### config.mk
export PLATFORM = sky130hd
export DESIGN_NAME = frame_draw_sequencer
export DESIGN_NICKNAME = d
export VERILOG_FILES = /design/src/rtl/frame_draw_sequencer.sv
export SDC_FILE = /design/constraint.sdc
export NUM_CORES = 1
export LEC_CHECK = 0
export BUFFER_PORTS_ARGS = -buffer_cell sky130_fd_sc_hd__buf_2
export CAP_MARGIN = 10
export CORE_MARGIN = 2
export CORE_UTILIZATION = 51
export CTS_CLUSTER_SIZE = 12
export DETAILED_ROUTE_END_ITERATION = 12
export PLACE_DENSITY = 0.82
export SLEW_MARGIN = 20
export SYNTH_ARGS = -nofsm -noshare
export SYNTH_HDL_FRONTEND = slang
export SYNTH_SLANG_ARGS = --single-unit
export TNS_END_PERCENT = 10
### constraint.sdc
create_clock -name CLOCK_50 -period 5.63 [get_ports CLOCK_50]
set_input_delay 0.563 -clock CLOCK_50 [delete_from_list [all_inputs] [get_ports CLOCK_50]]
set_output_delay 0.563 -clock CLOCK_50 [all_outputs]
set_load 0.05 [all_outputs]
### src/rtl/frame_draw_sequencer.sv
// Per-frame pixel sequencer for vga_adapter: scrolled background repaint, then car sprite overlay.
// Optional build macro PENDING_TICK_EN: hold one frame_tick that arrives while busy and start it after DONE.
//
// state   | meaning
// IDLE    | waiting for frame_tick (or a held tick); latches car position and steps scroll
// BG      | raster-scan full screen from background ROM, one pixel per cycle
// CAR     | scan sprite window, clipped at screen edge, transparent colour skipped
// FLUSH   | last sprite read drains out of the ROM pipeline
// DONE    | one-cycle done pulse, back to IDLE
module frame_draw_sequencer #(
    parameter int         XSCREEN      = 160,
    parameter int         YSCREEN      = 120,
    parameter int         SCROLL_SPEED = 1,
    parameter int         SPR_W        = 8,
    parameter int         SPR_H        = 16,
    parameter logic [2:0] TRANSP       = 3'b000
) (
    input  logic        CLOCK_50,
    input  logic        reset,
    input  logic        frame_tick,
    input  logic        scroll_en,
    input  logic [7:0]  car_x,
    input  logic [6:0]  car_y,
    output logic [14:0] bg_addr,
    input  logic [2:0]  bg_data,
    output logic [6:0]  spr_addr,
    input  logic [2:0]  spr_data,
    output logic [7:0]  VGA_X,
    output logic [6:0]  VGA_Y,
    output logic [2:0]  VGA_COLOR,
    output logic        plot,
    output logic        busy,
    output logic        done,
    output logic [7:0]  missed
);

    localparam logic [2:0] S_IDLE  = 3'd0;
    localparam logic [2:0] S_BG    = 3'd1;
    localparam logic [2:0] S_CAR   = 3'd2;
    localparam logic [2:0] S_FLUSH = 3'd3;
    localparam logic [2:0] S_DONE  = 3'd4;

    logic [2:0] state;
    logic [7:0] x_cnt;
    logic [6:0] y_cnt;
    logic [6:0] offset;
    logic [7:0] car_x_q;
    logic [6:0] car_y_q;
    logic       pix_plot;
    logic       pix_spr;

    logic       start;
    logic       tick_lost;
    logic       x_last;
    logic       y_last;
    logic [7:0] row_sum;
    logic [7:0] row;
    logic [7:0] off_sum;
    logic [6:0] off_next;
    logic [8:0] scr_x;
    logic [7:0] scr_y;
    logic       in_screen;

    // Scroll is applied on the ROM row, so screen row y shows ROM row (y - offset) wrapped.
    always_comb begin
        row_sum = 8'(y_cnt) + 8'(YSCREEN) - 8'(offset);
        row     = (row_sum >= 8'(YSCREEN)) ? row_sum - 8'(YSCREEN) : row_sum;
        bg_addr = 15'(row) * 15'(XSCREEN) + 15'(x_cnt);
        spr_addr = 7'(y_cnt) * 7'(SPR_W) + 7'(x_cnt);
        off_sum  = 8'(offset) + 8'(SCROLL_SPEED);
        off_next = (off_sum >= 8'(YSCREEN)) ? 7'(off_sum - 8'(YSCREEN)) : 7'(off_sum);
        scr_x     = 9'(car_x_q) + 9'(x_cnt);
        scr_y     = 8'(car_y_q) + 8'(y_cnt);
        in_screen = (scr_x < 9'(XSCREEN)) && (scr_y < 8'(YSCREEN));
        x_last = (state == S_BG) ? (x_cnt == 8'(XSCREEN - 1)) : (x_cnt == 8'(SPR_W - 1));
        y_last = (state == S_BG) ? (y_cnt == 7'(YSCREEN - 1)) : (y_cnt == 7'(SPR_H - 1));
    end

`ifdef PENDING_TICK_EN
    logic pending;

    always_comb begin
        start     = (state == S_IDLE) && (frame_tick || pending);
        tick_lost = frame_tick && (state != S_IDLE) && pending;
    end

    always_ff @(posedge CLOCK_50 or posedge reset) begin
        if (reset) begin
            pending <= 1'b0;
        end else if (start) begin
            pending <= 1'b0;
        end else if (frame_tick && (state != S_IDLE)) begin
            pending <= 1'b1;
        end
    end
`else
    always_comb begin
        start     = (state == S_IDLE) && frame_tick;
        tick_lost = frame_tick && (state != S_IDLE);
    end
`endif

    always_ff @(posedge CLOCK_50 or posedge reset) begin
        if (reset) begin
            state    <= S_IDLE;
            x_cnt    <= '0;
            y_cnt    <= '0;
            offset   <= '0;
            car_x_q  <= '0;
            car_y_q  <= '0;
            pix_plot <= 1'b0;
            pix_spr  <= 1'b0;
            VGA_X    <= '0;
            VGA_Y    <= '0;
            missed   <= '0;
        end else begin
            pix_plot <= 1'b0;
            pix_spr  <= 1'b0;
            if (tick_lost && (missed != 8'hFF)) begin
                missed <= missed + 8'd1;
            end
            case (state)
                S_IDLE: begin
                    if (start) begin
                        car_x_q <= car_x;
                        car_y_q <= car_y;
                        if (scroll_en) begin
                            offset <= off_next;
                        end
                        x_cnt <= '0;
                        y_cnt <= '0;
                        state <= S_BG;
                    end
                end
                S_BG, S_CAR: begin
                    pix_plot <= (state == S_BG) ? 1'b1 : in_screen;
                    pix_spr  <= (state == S_CAR);
                    VGA_X    <= (state == S_BG) ? x_cnt : scr_x[7:0];
                    VGA_Y    <= (state == S_BG) ? y_cnt : scr_y[6:0];
                    if (x_last) begin
                        x_cnt <= '0;
                        if (y_last) begin
                            y_cnt <= '0;
                            state <= (state == S_BG) ? S_CAR : S_FLUSH;
                        end else begin
                            y_cnt <= y_cnt + 7'd1;
                        end
                    end else begin
                        x_cnt <= x_cnt + 8'd1;
                    end
                end
                S_FLUSH: state <= S_DONE;
                S_DONE:  state <= S_IDLE;
                default: state <= S_IDLE;
            endcase
        end
    end

    // Sprite transparency is only known once the ROM word arrives, so it gates plot here.
    always_comb begin
        busy      = (state == S_BG) || (state == S_CAR) || (state == S_FLUSH);
        done      = (state == S_DONE);
        plot      = pix_plot && !(pix_spr && (spr_data == TRANSP));
        VGA_COLOR = !plot ? 3'b000 : (pix_spr ? spr_data : bg_data);
    end

endmodule

==> results.sh <==
export IMPL_antenna_left=0
export IMPL_clk_pin_slew_worst_paths_ps=80
export IMPL_wl_per_cell_um=16.0
export IMPL_avgSynthCellArea_um2=9.27
export IMPL_cts_max_path_buffers=2
export IMPL_yosysTopAreaCellShare=0.336
export IMPL_antenna_found_initial=0
export IMPL_vias=4158
export IMPL_dpl_hpwl_mm=8.51
export IMPL_grtUsageTotal=0.238
export IMPL_synth_common_cells="dfrtp_1 (65), ha_1 (51), nand2_1 (45)"
export IMPL_die_h_um=101
export IMPL_cts_tree="yes"
export IMPL_synthesis_nets=604
export IMPL_avgViaCountPerCell=5.63
export IMPL_globalRouteOverflowTotal=0
export IMPL_synth_edff_count=0
export IMPL_clock_fmax_mhz=181
export IMPL_drc=0
export IMPL_dp_cells=715
export IMPL_final_max_slew_viol_count=0
export IMPL_cts_buffers_inserted=9
export IMPL_clockRootBuffer="clkbuf_8"
export IMPL_antenna_cells=0
export IMPL_endpoint_kind="primary output"
export IMPL_yosysSeqAreaShare=0.336
export IMPL_dr_pass1_iters=6
export IMPL_fin_crit_ps=5530
export IMPL_syn_area_um2=4840
export IMPL_ys_ff_latch=65
export IMPL_min_path_cells=3
export IMPL_syn_to_final_growth_pct=19.8
export IMPL_port_buffers=75
export IMPL_htreeDepth=3
export IMPL_die_area_um2=10300
export IMPL_final_area_um2=5800
export IMPL_rr_worst_depth=9
export IMPL_setup_violations=0
export IMPL_num_fill_cells=740
export IMPL_synth_cell_types=55
export IMPL_grt_max_degree=66
export IMPL_first_global_vias=4280
export IMPL_final_cells=739
export IMPL_nets=687
export IMPL_clkLatencyLatePin_ps=350
export IMPL_seqCellArea_um2=1630
export IMPL_hold_viol_final=0
export IMPL_postLayoutCoreUtil=0.627
export IMPL_num_rows=35
export IMPL_ioPinCount=76
export IMPL_period_share=0.983
export IMPL_status="completed"
export IMPL_path_class="reg2out"
export IMPL_grt_pass1_wl_mm=19.4
export IMPL_wl_mm=11.9
export IMPL_crit_required_ps=5070
export IMPL_die_w_um=101
export IMPL_rsz0062_at_grt="true"
export IMPL_drt_iter0_drc=319
export IMPL_synth_flop_cell="dfrtp_1"
export IMPL_async_flop_share=1.00
export IMPL_gp_routability_congestion=0.840
export IMPL_hold_ws_ps=427
export IMPL_startpoint_type="register"
export IMPL_syn_inst=522
export IMPL_multi_input_area_um2=3140
export IMPL_max_cap_violations=0
export IMPL_start_util=0.524
export IMPL_placedInstanceArea_um2=5350
export IMPL_clock_skew_final_ps=9.96
export IMPL_synth_warnings=0
export IMPL_critPathArrivalTime_ps=4970
export IMPL_hold_class="in2reg"
export IMPL_clkSinkCount=65
export IMPL_slew_headroom=0.356
export IMPL_worstPathMaxFanout=3
export IMPL_cts_hold_repair_buffers=0
export IMPL_worst_slew_pin_slew_ps=958
export IMPL_drive_above_1_share=0.267
export IMPL_yosysMostFrequentCell="dfrtp_1"
export IMPL_netlist_top_cell_by_area="dfrtp_1"
export IMPL_fp_coreArea_um2=9240
export IMPL_yosys_top_cells_area="dfrtp_1 (34%), ha_1 (13%), xnor2_1 (5.2%), mux2_2 (3.7%), o21ai_0 (3.6%)"
[metal layers]
layer	track usage	wire (um)
met1	0.291	4970
met2	0.414	6040
met3	0.0504	677
met4	0.0884	168
met5	0	0
[critical path, stage by stage, from the launching register on]
cell	delay, ps
dfrtp_1	390
inv_2	80
ha_4	210
ha_4	170
fa_2	420
a211o_1	350
and3_4	220
nor4_4	280
a21oi_4	130
xnor2_2	160
ha_1	310
ha_1	240
fa_2	380
a21oi_2	120
nor2_1	50
nor2_1	150
buf_4	140
xnor2_1	190
nor3b_2	300
xnor2_2	150
buf_6	180
[timing repair]
action | 4_1_cts | 5_1_grt
setup endpoints to repair | 2 | 3
buffers inserted | 4 | 4
pin swaps | 3 | 14
resized for setup | 9 | 23
[area by class of cell]
type,instances,area share
tap,129,0.0278
sequential,65,0.281
multi-input combinational,397,0.541
clock buffer,9,0.0214
clock inverter,7,0.0136
timing repair buffer,92,0.0885
inverter,40,0.0259
[placed cells by master (no fill, tap or decap), types with 9 or more instances in the layout]
master / instances
a21oi_1: 20
a22oi_1: 9
buf_2: 74
buf_4: 16
clkbuf_8: 9
dfrtp_1: 62
ha_1: 46
inv_1: 38
mux2_2: 15
nand2_1: 45
nand3_1: 19
nor2_1: 28
nor2b_1: 10
nor3_1: 9
o21ai_0: 35
xnor2_1: 24
xor2_1: 14
[kinds of logic (layout without fill, tap and decap cells)]
logic type,Yosys count,in the layout,synth area share
AND/OR/NAND/NOR,153,153,0.161
buffers and inverters,60,148,0.0530
multiplexers,22,22,0.0497
adder cells (fa/ha/maj),58,58,0.159
XOR/XNOR,44,44,0.0796
AO/OA/AOI/OAI,120,120,0.162
flip-flops,65,65,0.336
[path summary, 6_finish.rpt]
kind,slack (ps),to,from
min in group asynchronous,440,x_cnt[3],reset
hold reg to reg,500,VGA_Y[3],VGA_Y[3]
setup / recovery,100,bg_addr[14],offset[1]
max in group asynchronous,4580,offset[2],reset
hold / removal,430,car_y_q[1],car_y[1]
setup reg to reg,2460,y_cnt[6],state[2]
[sequential cells by signal (all words and copies together), names as in the netlist, 7 cells and up]
register and cells:
VGA_X 8, VGA_Y 7, car_x_q 8, car_y_q 7
missed 8, offset 7, x_cnt 8, y_cnt 7
[metrics by stage]
stage | TNS [ps] | setup slack, ps
after floorplan | 0 | 17.7
after global placement | 0 | 248
after detailed placement | 0 | 51.5
after CTS | 0 | 21.8
after global routing | -190 | -132
final | 0 | 98.2
Power is left out: the tool's default activity adds up to more than one toggle a clock period on the data nets, which glitch-free logic cannot reach.
